<file path="src/rtl/sd_bus_arbiter.sv">
// sd_bus_arbiter: grants the SD SPI bus to the init, read or write engine, with idle gaps between owners and a per-grant watchdog.
module sd_bus_arbiter #(
  parameter int GAP_CYCLES = 8,
  parameter int TIMEOUT_CYCLES = 4096
) (
  input  logic SD_CK,
  input  logic rst,
  input  logic init_req,
  input  logic rd_req,
  input  logic wr_req,
  input  logic init_done,
  input  logic rd_done,
  input  logic wr_done,
  input  logic init_MOSI,
  input  logic rd_MOSI,
  input  logic wr_MOSI,
  input  logic init_CSn,
  input  logic rd_CSn,
  input  logic wr_CSn,
  output logic init_gnt,
  output logic rd_gnt,
  output logic wr_gnt,
  output logic SD_MOSI,
  output logic SD_CSn,
  output logic card_ready,
  output logic timeout,
  output logic busy
);
  localparam int WW = $clog2(TIMEOUT_CYCLES + 1);
  localparam int GW = $clog2(GAP_CYCLES + 2);
  typedef enum logic [2:0] {IDLE, INIT, RD, WR, GAP} state_t;
  state_t state, state_nx, idle_sel;
  logic [WW-1:0] wd;
  logic [GW-1:0] gap;
  logic last_wr, granted, own_done, expire;
  always_comb begin
    granted  = state == INIT || state == RD || state == WR;
    own_done = (state == INIT && init_done) || (state == RD && rd_done) || (state == WR && wr_done);
    // done in the expiry cycle wins over the watchdog
    expire   = granted && wd == WW'(TIMEOUT_CYCLES - 1) && !own_done;
    idle_sel = (!card_ready && init_req) ? INIT :
               (card_ready && rd_req && (!wr_req || last_wr)) ? RD :
               (card_ready && wr_req) ? WR : IDLE;
    state_nx = state == IDLE ? idle_sel :
               state == GAP ? (gap <= GW'(1) ? IDLE : GAP) :
               (own_done || expire) ? GAP : state;
  end
  always_ff @(posedge SD_CK) begin
    if (rst) begin
      state      <= IDLE;
      card_ready <= 1'b0;
      timeout    <= 1'b0;
      last_wr    <= 1'b1;
      wd         <= '0;
      gap        <= '0;
    end else begin
      state      <= state_nx;
      timeout    <= expire;
      card_ready <= card_ready | (state == INIT && init_done);
      last_wr    <= state_nx == WR ? 1'b1 : state_nx == RD ? 1'b0 : last_wr;
      wd         <= (granted && state_nx == state) ? wd + 1'b1 : '0;
      gap        <= (granted && state_nx == GAP) ? GW'(GAP_CYCLES) :
                    (state == GAP && gap != '0) ? gap - 1'b1 : gap;
    end
  end
  assign init_gnt = state == INIT;
  assign rd_gnt   = state == RD;
  assign wr_gnt   = state == WR;
  assign busy     = state != IDLE;
  assign SD_MOSI  = init_gnt ? init_MOSI : rd_gnt ? rd_MOSI : wr_gnt ? wr_MOSI : 1'b1;
  assign SD_CSn   = init_gnt ? init_CSn : rd_gnt ? rd_CSn : wr_gnt ? wr_CSn : 1'b1;
endmodule

</file>
<file path="config.mk">
export PLATFORM = sky130hd
export DESIGN_NAME = sd_bus_arbiter
export DESIGN_NICKNAME = d
export VERILOG_FILES = /design/src/rtl/sd_bus_arbiter.sv
export SDC_FILE = /design/constraint.sdc
export NUM_CORES = 1
export LEC_CHECK = 0
export ABC_AREA = 1
export BUFFER_PORTS_ARGS = -buffer_cell sky130_fd_sc_hd__buf_2
export CORE_MARGIN = 4
export CORE_UTILIZATION = 53
export DETAILED_ROUTE_END_ITERATION = 10
export PLACE_DENSITY = 0.77
export RECOVER_POWER = 50
export SKIP_CTS_REPAIR_TIMING = 1
export SYNTH_ARGS = -nofsm -noshare
export SYNTH_HDL_FRONTEND = slang
export SYNTH_SLANG_ARGS = --single-unit
export TNS_END_PERCENT = 5
</file>
<file path="constraint.sdc">
create_clock -name SD_CK -period 2 [get_ports SD_CK]
set_clock_uncertainty 0.1 [all_clocks]
set_input_delay 0.6 -clock SD_CK [delete_from_list [all_inputs] [get_ports SD_CK]]
set_output_delay 0.6 -clock SD_CK [all_outputs]
set_load 0.005 [all_outputs]
</file>
==> impl_metrics.ini, run 1 <==
[status]
outcome = completed

[route]
vias = 1087
ant_nets = 0
wire_per_inst_microns = 10.4
initialDrtViolationCount = 50
via_per_inst = 4.94
wirelength_microns = 2290
drc = 0
firstDrtPassIters = 4

[power]
ir_worst_vdd_mv = 0.425
p_leak_nw = 0.620
power_density_mw_per_mm2 = 668

[grt]
grt_usage_pct = 14.8
grt_pass1_wl_microns = 3810
grt.met2_usage_pct = 23.0
antenna_found_initial = 0
grt-busiest-layer = met2
met3_usage_pct = 3.73
grt_pass1_vias = 923
grt_max_degree = 14
grt_util_met1_pct = 19.8
grt.overflow.total = 0

[yosys]
syn_avg_cell_area_sq_um = 7.10
synth_top_area_share_pct = 38.9
syn_inst = 167
yosysTopAreaCell = dfxtp_1
yosys-top-cells-area = dfxtp_1 39%, nand2_1 11%, nor2_1 7.3%, inv_1 7.0%, nand3_1 5.9%
synth_edf_count = 0
synth.distinct_cells = 26
synth_ff_type = dfxtp_1
synth_area_sq_mm = 0.00118
syn_nets = 185
yosys_warnings = 0
synth_async_sr_flop_share_pct = 0
yosys_register_bits = 23
seq_area_frac_synth_pct = 38.9
synth.most_common_cell = nand2_1
synthTopCellsByCount = 34 x nand2_1, 23 x dfxtp_1, 23 x nor2_1

[placed_design]
place_hpwl_microns = 1720
place_inst = 213
port_buffers = 21
dp_worst_setup_slack_ps = 195
dpl_cell_area_sq_mm = 0.00131
gp_congestion = 0.852

[critical_path]
critPathRequiredTime_ps = 1300
worst_setup_path_start_kind = flop
crit_path_end_kind = output pin
cp_max_fo = 7
crit_arrival_ps = 1250
critical_path_class = reg2out
worstRegToRegCells = 10

[final_layout]
area_growth_pct = 17.8
seq_area_sq_um = 472
fin_util_pct = 68.4
final_cell_count_no_fill = 220
drive_above_1_share_pct = 25.9
fin_nets = 212
multi_input_area_sq_um = 638
fin_area_sq_mm = 0.00140
fillCellCount = 176
insertedDiodeCount = 0

[floorplan]
fp.dieW_microns = 55.3
num_io_pins = 22
core_sq_mm = 0.00204
die_h_microns = 55.3
row_count = 16
initial_utilization_pct = 58.0
fp.dieArea_sq_mm = 0.00306

[cts]
cts_tree = yes
clk_latency_ps = 300
clkSlewWorstSetupHoldPaths_ps = 120
htree_levels = 1
clock_sinks = 23
cts_made_buffers = 3
cts_buffer_depth = 2
clock-root-buffer = clkbuf_4

[timing]
fin_crit_ps = 1950
hold_viol_final = 0
clock.fmax_ghz = 0.512
setup_violations = 0
setup_slack_ps = 45.7
worstMarginPinSlew_ps = 290
max_slew_margin_pct = 80.6
drv_slew = 0
grt_setup_unrepaired = yes
fin_crit_sh_pct = 97.7

[flow_run]
max_cap_viol_count = 0

[min_path]
whs_path_depth = 1
hold_path_class = reg2reg
-- power by group --
| part | switching, mW | internal [mW] |
|---|---|---|
| Combinational | 0.123 | 0.0850 |
| Clock | 0.135 | 0.0745 |
| Sequential | 0.0322 | 0.482 |
| Total | 0.291 | 0.642 |
-- layout by cell type, fill, tap and decap left out, types with 2 or more instances in the layout --
master,n
a21oi_1,6
buf_2,21
buf_4,3
clkbuf_4,3
dfxtp_1,20
dfxtp_4,3
ha_1,4
inv_1,20
inv_2,2
nand2_1,32
nand2_2,4
nand3_1,14
nand4_1,2
nor2_1,22
nor2_2,5
nor3_1,8
o21ai_0,2
o31ai_1,3
or2_2,2
xor2_1,5
-- metal layers --
layer	vias to the layer above	share of wire (%)
li1	591	-
met1	478	49
met2	16	46
met3	2	4.2
met4	0	0.52
met5	-	0
-- flip-flops by register name, summed over array words and instances, names as in the netlist --
name        count
state           3
timeout         1
last_wr         1
gap             4
card_ready      1
wd             13
-- worst paths after layout --
| kind | start | endpoint | slack, ps |
|---|---|---|---|
| min reg2reg | wd[0] | wd[0] | 370 |
| min | wd[0] | wd[0] | 370 |
| max reg2reg | wd[0] | wd[0] | 210 |
| max | state[2] | SD_MOSI | 50 |
-- worst max-delay path: stages, from the launching register on --
cell     delay, ps
dfxtp_4        430
inv_6           50
nand3_4         60
nor2_1          40
o31ai_1        210
buf_2          150
-- cell families after synthesis --
kind of cell,share of synthesized area (%)
AO/OA/AOI/OAI,7.29
XOR/XNOR,4.44
adder cells (fa/ha/maj),4.22
buffers and inverters,8.98
flip-flops,38.9
AND/OR/NAND/NOR,36.2
-- stage by stage --
| stage | power (mW) | setup TNS, ps | hold WS [ps] |
|---|---|---|---|
| after floorplan | 0.646 | 0 | 317 |
| after global placement | 0.695 | 0 | 330 |
| after detailed placement | 0.702 | 0 | 358 |
| after CTS | 0.913 | -216 | 376 |
| after global routing | 1.00 | -60.1 | 403 |
| final | 0.932 | 0 | 365 |
-- final cells by class --
type                            count  area share [%]
Clock buffer                        3            1.61
Clock inverter                      1           0.358
Inverter                           24            6.99
Multi-Input combinational cell    118            45.7
Sequential cell                    23            33.8
Tap cell                           27            2.42
Timing Repair Buffer               24            9.14
Note: power is estimated with default switching activity, not from simulation.
==> inputs of run 2 (changes only) <==
CORE_MARGIN = default   (was 4)
==> run 2 against run 1 <==
Highest routed layer unchanged. Final cell count is 1.4% higher. Final area is 3.9% higher. Sequential share of layout area is 1.3 points lower. Largest power group unchanged. Worst setup slack worse by 86 ps. The run now ends with setup timing left. Worst hold slack worse by 7.5 ps. Wire length is 5.6% higher.
==> impl_metrics.ini, run 2 (same netlist as run 1, synthesis figures left out) <==
[power]
ir_worst_vdd_mv = 0.599
power_switching_share_pct = 31.9
pwr-share-comb_pct = 24.6
power_frac_seq_pct = 52.7
intPower_mw = 0.660
p_total_mw = 0.969
power_density_mw_per_mm2 = 668
switchingPower_mw = 0.309
p_leak_nw = 0.638
pwr-share-clk_pct = 22.7

[critical_path]
crit_path_end_kind = output pin
r2r-start = wd[0]
reg2reg_to = wd[2]
cp_max_fo = 6
critPathRequiredTime_ps = 1300
worstRegToRegCells = 10
r2r_setup_slack_ps = 170
worst_setup_path_start_kind = flop
critical_path_class = reg2out
crit_arrival_ps = 1340

[timing]
grt_setup_unrepaired = yes
finalSetupTns_ps = -62.9
clock.fmax_ghz = 0.490
drv_slew = 0
fin_crit_ps = 2040
setup_slack_ps = -40.4
max_slew_margin_pct = 80.7
fin_crit_sh_pct = 102
worstMarginPinSlew_ps = 288
hold_viol_final = 0
setup_violations = 2

[final_layout]
largest_register = wd
final_common_cell = nand2_1
fin_nets = 215
area_growth_pct = 22.5
layout_common_cells = 31 x nand2_1, 21 x inv_1, 21 x buf_2, 20 x dfxtp_1, 19 x nor2_1
largest_registers = wd: 13 flops, gap: 4 flops, state: 3 flops
largest_reg_flops = 13
drive_above_1_share_pct = 30.6
insertedDiodeCount = 0
final_cell_count_no_fill = 223

[route]
via_per_inst = 5.06
firstDrtPassIters = 4
wirelength_microns = 2420
wire_per_inst_microns = 10.8
ant_nets = 0
drc = 0
vias = 1128
initialDrtViolationCount = 22

[min_path]
min_to = wd[0]
hold_start = wd[0]
whs_path_depth = 1
hold_path_class = reg2reg

[floorplan]
num_io_pins = 22
fp.dieW_microns = 49.3
row_count = 16
fp.dieArea_sq_mm = 0.00243
core_sq_mm = 0.00202
die_h_microns = 49.3
initial_utilization_pct = 58.6

[flow_run]
max_cap_viol_count = 0

[grt]
grt_usage_pct = 19.7
grt.overflow.total = 0
grt_pass1_wl_microns = 3660
grt_pass1_vias = 921
antenna_found_initial = 0
grt_max_degree = 15

[cts]
cts_tree = yes
cts_buffer_depth = 2
clock_sinks = 23
cts_made_buffers = 3
clkSlewWorstSetupHoldPaths_ps = 130
htree_levels = 1
clock-root-buffer = clkbuf_4
clk_latency_ps = 310

[placed_design]
place_hpwl_microns = 1670
place_inst = 213
gp_congestion = 0.782
port_buffers = 21
dp_worst_setup_slack_ps = 168

[status]
violations = setup timing
outcome = complete, but fails checks
-- run 2: cell count changes in the layout (fill, tap and decap cells not counted), moves of 2 or more --
cell	change
nor3_1	-2
nor2_1	-3
nor3_2	+2
o31ai_2	+2
nor2_2	+3
o31ai_1	-2
buf_4	+3
-- run 2: per-layer routing --
metal	up-vias	track usage [%]	routed length, microns	share of wire (%)
li1	590	-	-	-
met1	514	23.2	1090	45
met2	22	34.0	1210	50
met3	2	6.85	94	3.9
met4	0	4.41	12	0.50
met5	-	0	0	0
-- run 2: cell type report --
class                   instances  area, sq um
inverters                      24         97.6
clock buffers                   3         22.5
fillers                       164          571
well taps                      27         33.8
clock inverters                 1         7.51
multi-input cells             118          668
flip-flops and latches         23          472
repair buffers                 27          150
-- run 2: critical path, cell delays in order, from the launching register on --
cell and delay [ps]:
dfxtp_4 410, buf_4 150, nor3_2 250, o31ai_2 90, buf_2 120
-- run 2: metrics by stage --
step	hold slack (ps)	instance area, sq um	util, %
after floorplan	317	1180	-
after detailed placement	344	1310	64.7
final	358	1450	71.8
after CTS	365	1340	66.2
after global placement	329	1310	64.7
after global routing	379	1450	71.8
-- run 2: worst max path at each step --
stage,start,slack (ps),to,cells after the start
after CTS,state[1],-150,SD_CSn,5
after global placement,wr_CSn,220,SD_CSn,4
after floorplan,wd[0],400,wd[8],11
after detailed placement,wr_MOSI,170,SD_MOSI,4
after global routing,state[1],-100,SD_MOSI,4
final,state[2],-40,SD_MOSI,4
-- run 2: power by group through the flow --
stage               Sequential (mW)  Combinational (mW)  Clock (mW)
floorplan                     0.504               0.142           0
global placement              0.514               0.181           0
detailed placement            0.514               0.185           0
CTS                           0.504               0.186       0.230
global route                  0.514               0.266       0.253
finish                        0.511               0.238       0.220
